<file path="src/rtl/intersection_pkg.sv">
// intersection_pkg: shared encodings and state type for the intersection command sequencer
package intersection_pkg;
  localparam logic [1:0] OP_REM_A = 2'b00;
  localparam logic [1:0] OP_REM_B = 2'b01;
  localparam logic [1:0] OP_ADD_A = 2'b10;
  localparam logic [1:0] OP_ADD_B = 2'b11;
  localparam logic [2:0] MODE_DISPLAY = 3'b100;
  localparam int DEF_MAX_CARS = 30;
  typedef enum logic [1:0] {IDLE, SETUP, PULSE, GAP} seq_state_t;
endpackage

</file>
<file path="src/rtl/sync_fifo.sv">
// sync_fifo: single-clock FIFO with registered full/empty flags, push+pop allowed when full
module sync_fifo #(
  parameter int WIDTH = 7,
  parameter int DEPTH = 8
) (
  input  logic             clk,
  input  logic             rst,
  input  logic             push,
  input  logic             pop,
  input  logic [WIDTH-1:0] din,
  output logic [WIDTH-1:0] dout,
  output logic             full,
  output logic             empty
);
  localparam int AW = $clog2(DEPTH);
  logic [WIDTH-1:0] mem [DEPTH];
  logic [AW-1:0] wp, rp;
  logic [AW:0] cnt, cnt_nx;
  logic do_push, do_pop;
  assign do_pop  = pop && !empty;
  assign do_push = push && (!full || do_pop);
  assign cnt_nx  = cnt + {{AW{1'b0}}, do_push} - {{AW{1'b0}}, do_pop};
  assign dout    = mem[rp];
  always_ff @(posedge clk)
    if (do_push) mem[wp] <= din;
  always_ff @(posedge clk) begin
    if (rst) begin
      wp <= '0;
      rp <= '0;
      cnt <= '0;
      full <= 1'b0;
      empty <= 1'b1;
    end else begin
      wp <= do_push ? wp + 1'b1 : wp;
      rp <= do_pop ? rp + 1'b1 : rp;
      cnt <= cnt_nx;
      full <= cnt_nx == (AW+1)'(DEPTH);
      empty <= cnt_nx == '0;
    end
  end
endmodule

</file>
<file path="src/rtl/intersection_cmd_sequencer.sv">
// intersection_cmd_sequencer: buffers car add/remove requests and strobes them into the simulator
module intersection_cmd_sequencer
  import intersection_pkg::*;
#(
  parameter int FIFO_DEPTH = 8,
  parameter int MAX_CARS   = DEF_MAX_CARS,
  parameter int ACT_HIGH   = 2,
  parameter int ACT_GAP    = 2
) (
  input  logic       clk,
  input  logic       rst,
  input  logic       req_valid,
  input  logic [1:0] req_op,
  input  logic [4:0] req_plate,
  output logic       req_ready,
  input  logic       disp_req,
  output logic [2:0] mode,
  output logic [4:0] plateIn,
  output logic       action,
  output logic [4:0] cnt_a,
  output logic [4:0] cnt_b,
  output logic [7:0] drop_cnt,
  output logic       busy
);
  localparam int PW = $clog2(ACT_HIGH > ACT_GAP ? ACT_HIGH : ACT_GAP) + 1;
  seq_state_t state;
  logic [PW-1:0] ph;
  logic [2:0] last_mode;
  logic [6:0] head;
  logic [1:0] head_op;
  logic [4:0] head_cnt;
  logic full, empty, pop, drop;
  assign req_ready = !full;
  assign head_op   = head[6:5];
  assign head_cnt  = head_op[0] ? cnt_b : cnt_a;
  assign drop      = head_op[1] ? head_cnt == 5'(MAX_CARS) : head_cnt == 5'd0;
  assign pop       = state == IDLE && !empty;
  assign busy      = state != IDLE || !empty;
  sync_fifo #(.WIDTH(7), .DEPTH(FIFO_DEPTH)) u_fifo (
    .clk(clk),
    .rst(rst),
    .push(req_valid && req_ready),
    .pop(pop),
    .din({req_op, req_plate}),
    .dout(head),
    .full(full),
    .empty(empty)
  );
  always_ff @(posedge clk) begin
    if (rst) begin
      state <= IDLE;
      ph <= '0;
      mode <= 3'b000;
      last_mode <= 3'b000;
      plateIn <= 5'd0;
      action <= 1'b0;
      cnt_a <= 5'd0;
      cnt_b <= 5'd0;
      drop_cnt <= 8'd0;
    end else begin
      case (state)
        IDLE: begin
          if (pop && !drop) begin
            mode <= {1'b0, head_op};
            last_mode <= {1'b0, head_op};
            plateIn <= head[4:0];
            state <= SETUP;
          end else begin
            mode <= (empty && disp_req) ? MODE_DISPLAY : last_mode;
            drop_cnt <= drop_cnt + {7'd0, pop && drop_cnt != 8'hff};
          end
        end
        SETUP: begin
          state <= PULSE;
          action <= 1'b1;
          ph <= '0;
          // mode holds the op being issued: bit1 = add, bit0 = road B
          if (mode[0]) cnt_b <= mode[1] ? cnt_b + 5'd1 : cnt_b - 5'd1;
          else cnt_a <= mode[1] ? cnt_a + 5'd1 : cnt_a - 5'd1;
        end
        PULSE: begin
          if (ph == PW'(ACT_HIGH - 1)) begin
            state <= GAP;
            action <= 1'b0;
            ph <= '0;
          end else ph <= ph + 1'b1;
        end
        GAP: begin
          if (ph == PW'(ACT_GAP - 1)) state <= IDLE;
          else ph <= ph + 1'b1;
        end
        default: state <= IDLE;
      endcase
    end
  end
endmodule

</file>
<file path="config.mk">
export PLATFORM = sky130hd
export DESIGN_NAME = intersection_cmd_sequencer
export DESIGN_NICKNAME = d
export VERILOG_FILES = /design/src/rtl/intersection_pkg.sv /design/src/rtl/sync_fifo.sv /design/src/rtl/intersection_cmd_sequencer.sv
export SDC_FILE = /design/constraint.sdc
export NUM_CORES = 1
export LEC_CHECK = 0
export ABC_AREA = 0
export CORE_MARGIN = 10
export CORE_UTILIZATION = 40
export CTS_CLUSTER_DIAMETER = 80
export CTS_CLUSTER_SIZE = 8
export DETAILED_ROUTE_END_ITERATION = 16
export PLACE_DENSITY = 0.65
export SETUP_SLACK_MARGIN = 0.3
export SLEW_MARGIN = 30
export SYNTH_ARGS = -nofsm -noshare
export SYNTH_HDL_FRONTEND = slang
export SYNTH_HIERARCHICAL = 1
export SYNTH_SLANG_ARGS = --single-unit
</file>
<file path="constraint.sdc">
create_clock -name clk -period 8.15 [get_ports clk]
set_clock_uncertainty 0.15 [all_clocks]
set_input_delay 1.63 -clock clk [delete_from_list [all_inputs] [get_ports clk]]
set_output_delay 1.63 -clock clk [all_outputs]
set_load 0.03 [all_outputs]
</file>
# Yosys cells after proc, flatten, opt, wreduce, memory -nomap -nowiden
# Memories as Yosys holds them, arrays and structs flattened. A register that Yosys moved wholly into a read port is not among the register bits.
# Cells that the tools add are included.
[classes]
n_addsub = 10
eq_ne = 11
mux = 19
n_bitwise = 2
reduce_logical = 25
[op_table]
columns = ["op", "count"]
rows = [
  ["$mux 5", 3],
  ["$mux 3", 4],
  ["$reduce_and 2->1", 6],
  ["$add 5x1->5 const B", 2],
  ["$mux 2", 5],
  ["$sub 5x1->5 const B", 2],
  ["$add 8x1->8", 1],
  ["$ne 8x8->1 const B", 1],
  ["$pmux 2 s4", 1],
  ["$logic_and 1x1->1", 7],
  ["$add 3x1->3 const B", 2],
  ["$ne 2x2->1 const B", 3],
  ["$pmux 2 s3", 1],
  ["$eq 5x5->1 const B", 1],
  ["$logic_not 5->1", 1],
  ["$add 4x1->4", 1],
  ["$eq 2x1->1 const B", 2],
  ["$eq 2x2->1 const B", 2],
  ["$eq 4x4->1 const B", 1],
  ["$logic_not 4->1", 1],
  ["$mux 1", 4],
  ["$reduce_bool 2->1", 2],
  ["$sub 4x1->4", 1],
  ["$logic_not 1->1", 3],
  ["other kinds (8)", 10],
]
[totals]
ff_bits = 45
mem_bits_rw = 56
in_bits = 11
wordCells = 82
memories = 1
[mem_list]
columns = ["memory", "words", "word_bits", "read_ports", "rd_ports_with_merged_regs", "write_ports", "line", "text"]
rows = [
  ["u_fifo.mem", 8, 7, 1, 1, 1, "sync_fifo.sv:16", "logic [WIDTH-1:0] mem [DEPTH];"],
]

# Depth between registers and ports, before layout
[logic_depth]
ltp_word = 8
depth_mapped = 15
ltp_nobuf = 13

# Hierarchy
# The synthesis kept the hierarchy.
[by_module_without_submodules]
columns = ["module", "n_inst", "cells_per_inst", "area_each_um2", "seq_area_each_um2"]
rows = [
  ["sync_fifo", 1, 152, 2834.0, 1981.9],
  ["intersection_cmd_sequencer", 1, 201, 1780.5, 660.6],
]

# Worst setup path before layout
# OpenSTA, ideal clock, no wires.
[synth_timing]
path_type = "in2reg"
startpoint = "input port req_valid"
endpoint = "register u_fifo.full"
setup_time_ps = 80
arrival_ps = 3291
required_ps = 7920
setup_slack_ps = 4629
stages = 9
path_cell_list = "nor2b_1 o21ai_1 ha_1 inv_1 ha_1 fa_1 xor2_1 nor3_1 nor3b_1"
[synth_via]
elab_chain_len = 5
[synth_lines]
columns = ["element", "line", "text"]
rows = [
  ["from (decl)", "intersection_cmd_sequencer.sv:12", "input logic req_valid,"],
  ["$logic_and 1x1->1", "intersection_cmd_sequencer.sv:42", ".push(req_valid && req_ready),"],
  ["$logic_and 1x1->1", "sync_fifo.sv:21", "assign do_push = push && (!full || do_pop);"],
  ["$add 4x1->4", "sync_fifo.sv:22", "assign cnt_nx = cnt + {{AW{1'b0}}, do_push} - {{AW{1'b0}}, do_pop};"],
  ["$sub 4x1->4", "sync_fifo.sv:22", ""],
  ["$eq 4x4->1", "sync_fifo.sv:37", "full <= cnt_nx == (AW+1)'(DEPTH);"],
  ["to (signal assigned)", "sync_fifo.sv:37", ""],
  ["to (decl)", "sync_fifo.sv:12", "output logic full,"],
]
# No other way between the ends.
# A chain may end at the register's enable or synchronous reset.

# Worst setup path in the final report
# Same ends and word-level chain as after synthesis.

==> reports/qor.yml <==
combPwrFrac: 0.364
crit_top_cell: "ha_1"
leakage_nw: 1.94
min_period_over_period: 0.476
powerDensity_mw_per_mm2: 335
status: "finished clean"
synth_top_area_cell: "edfxtp_1"
ys_seq_area_frac: 0.573
io_buffers: 39
crit_slowest_cell: "clkdlybuf4s50_1"
area_growth_pct: 17.2
critPathLaunchType: "primary input"
gp_congestion: 0.736
grtUsageTotal: 0.110
hold_viol_final: 0
regArea_mm2: 0.00264
slew_viol_final: 0
core-area_mm2: 0.0114
grt.overflow.total: 0
dpl.hpwl_um: 6130
diodes: 0
synth_edf_count: 56
nNetsFinal: 424
cts-htree-levels: 3
drtPass1Iterations: 4
syn_area_mm2: 0.00461
grt_setup_unrepaired: "false"
synth_top_area_frac: 0.364
rows: 39
drt-vias-per-instance: 5.22
avgSynthCellArea_um2: 13.1
arrival_ns: 3.99
first_iter_violations: 180
fmax_mhz: 258
internal-power_w: 0.00119
antenna_found_initial: 0
hold_buffers: 0
clkTransAtPathRegs_ns: 0.07
required_ns: 8.26
crit_chain: "clkdlybuf4s50_1, nor2b_1, o21ai_1, ha_1, inv_1, ha_1, fa_1, xor2_1, nor3_1, nor3b_1"
tritoncts: "done"
syn-num-nets: 388
clkLatencyLatePin_ns: 0.34
cts.sinks: 104
routed_wl_um: 8740
swShare: 0.344
grt_pass1_wl_um: 14400
hold_path_class: "register to register"
grt_max_degree: 53
drv_cap: 0
die_h_um: 127
die-area_mm2: 0.0162
die_w_um: 127
slowest_delay_ns: 0.45
ys_ff_latch: 104
num_vias: 2802
drive_gt1_frac: 0.0787
post-place-ws_ns: 3.90
endpoint_kind: "register"
synthCells: 353
setup_viol: 0
start_util: 0.406
crit_fanout: 4
synth.distinct_cells: 44
vdd_drop_max_mv: 0.149
tightest_slew_ns: 0.894
period_needed_ns: 3.88
path_class: "primary input to register"
clkPwrFrac: 0.240
yosys-top-cells-area: "edfxtp_1 (36%), dfxtp_1 (21%), mux4_1 (8.0%)"
cts_buffers: 9
yosys_warnings: 6
grt_pass1_vias: 2908
root_buffer: "clkbuf_16"
clockBufferDepth: 2
fill_cells: 1012
synth_flop_cell: "edfxtp_1"
wire_per_inst_um: 16.3
async_flop_share: 0
ctsResizeCount: 0
setup_ws_ns: 4.27
io_pins: 40
seqPwrFrac: 0.396
ant_nets: 0
p_switching_w: 0.000623
post_cts_buffers: 0
timing.setup.tns_ns: 0
drc: 0
multi_input_area_mm2: 0.00184
slew_headroom: 0.404
power by group through the flow:
| stage | Combinational, W | Sequential (W) | Clock, W |
|---|---|---|---|
| final | 0.000659 | 0.000716 | 0.000435 |
| after global routing | 0.000736 | 0.000729 | 0.000467 |
| after CTS | 0.000670 | 0.000720 | 0.000448 |
| after detailed placement | 0.000667 | 0.000730 | 0 |
| after global placement | 0.000649 | 0.000726 | 0 |
| after floorplan | 0.000470 | 0.000758 | 0 |
cells in the mapped netlist (2+ instances only):
| cell | instances |
|---|---|
| nor4_1 | 2 |
| buf_2 | 3 |
| edfxtp_1 | 56 |
| nand2b_1 | 10 |
| nor2_1 | 39 |
| fa_1 | 3 |
| nand2_1 | 13 |
| buf_1 | 2 |
| clkbuf_1 | 6 |
| inv_1 | 14 |
| nor3_1 | 8 |
| mux2_2 | 9 |
| buf_6 | 2 |
| nand4_1 | 2 |
| xor2_1 | 5 |
| nand3_1 | 7 |
| mux2i_1 | 15 |
| o21ai_0 | 8 |
| a21oi_1 | 18 |
| nor2b_1 | 8 |
| xnor2_1 | 9 |
| or3_1 | 5 |
| dfxtp_1 | 48 |
| a211oi_1 | 2 |
| a21o_1 | 6 |
| o211ai_1 | 2 |
| ha_1 | 21 |
| mux4_1 | 14 |
kinds of logic after synthesis:
| kind of cell | synth area share |
|---|---|
| xor+xnor | 0.0266 |
| simple gates | 0.104 |
| buf+inv | 0.0304 |
| fa+ha+maj | 0.0700 |
| compound gates | 0.0626 |
| flops | 0.573 |
| mux | 0.134 |
cells in the final DEF (no fill, tap or decap), types with 5 or more instances in the layout:
cell	synthesis	layout
a21o_1	6	6
a21oi_1	18	18
clkbuf_16	0	9
clkdlybuf4s50_1	0	38
dfxtp_1	48	48
edfxtp_1	56	56
ha_1	21	21
inv_1	14	14
mux2_2	9	9
mux2i_1	15	15
mux4_1	14	14
nand2_1	13	13
nand2b_1	10	10
nand3_1	7	7
nor2_1	39	39
nor2b_1	8	8
nor3_1	8	6
o21ai_0	8	8
or3_1	5	5
xnor2_1	9	9
xor2_1	5	5
worst paths after layout:
check / start / to / slack [ns] / cells past startpoint
min reg2reg: mode[2]$_SDFFE_PP0N_ / mode[2]$_SDFFE_PP0N_ / 0.34 / 2
max reg2reg: state[0]$_SDFFE_PP0P_ / u_fifo/full$_SDFF_PP0_ / 4.32 / 13
max: req_valid / u_fifo/full$_SDFF_PP0_ / 4.27 / 10
min: mode[2]$_SDFFE_PP0N_ / mode[2]$_SDFFE_PP0N_ / 0.34 / 2
per-layer routing:
metal  part of all wire  wire, um  up-vias  global-route usage
met5                  0         0        -                   0
met4              0.017       146        0              0.0529
met3              0.043       373       12              0.0265
met2               0.49      4260       53               0.178
met1               0.45      3960     1371               0.136
li1                   -         -     1366                   -
critical path, delay by kind of cell:
family | cells | cell delay, ns
buffers and inverters | 2 | 0.49
AO/OA/AOI/OAI | 1 | 0.18
XOR/XNOR | 1 | 0.16
AND/OR/NAND/NOR | 3 | 0.63
adder cells (fa/ha/maj) | 3 | 0.91
state kept, by name (all words and copies together) (netlist names), named ones only:
signal and count:
ph 2, cnt_a 5, u_fifo/empty 1, u_fifo/full 1, mode 3, cnt_b 5, last_mode 2, drop_cnt 8
state 2, u_fifo/cnt 4, u_fifo/mem 56, u_fifo/wp 3, plateIn 5, u_fifo/rp 3, action 1
layout make-up:
cell class	count	area share
Tap cell	143	0.0331
Inverter	14	0.00972
Clock buffer	9	0.0417
Timing Repair Buffer	39	0.0713
Sequential cell	104	0.489
Multi-Input combinational cell	221	0.341
Clock inverter	7	0.0148
metrics by stage:
stage               instance area (um2)  cells  hold WS, ns  total power, W   util
floorplan                          4610    353        0.301         0.00123      -
global placement                   5090    521        0.306         0.00137  0.448
detailed placement                 5100    521        0.324         0.00140  0.448
CTS                                5400    537        0.333         0.00184  0.475
global route                       5410    537        0.367         0.00193  0.476
finish                             5410    537        0.336         0.00181  0.476
(Power assumes the default switching activity.)
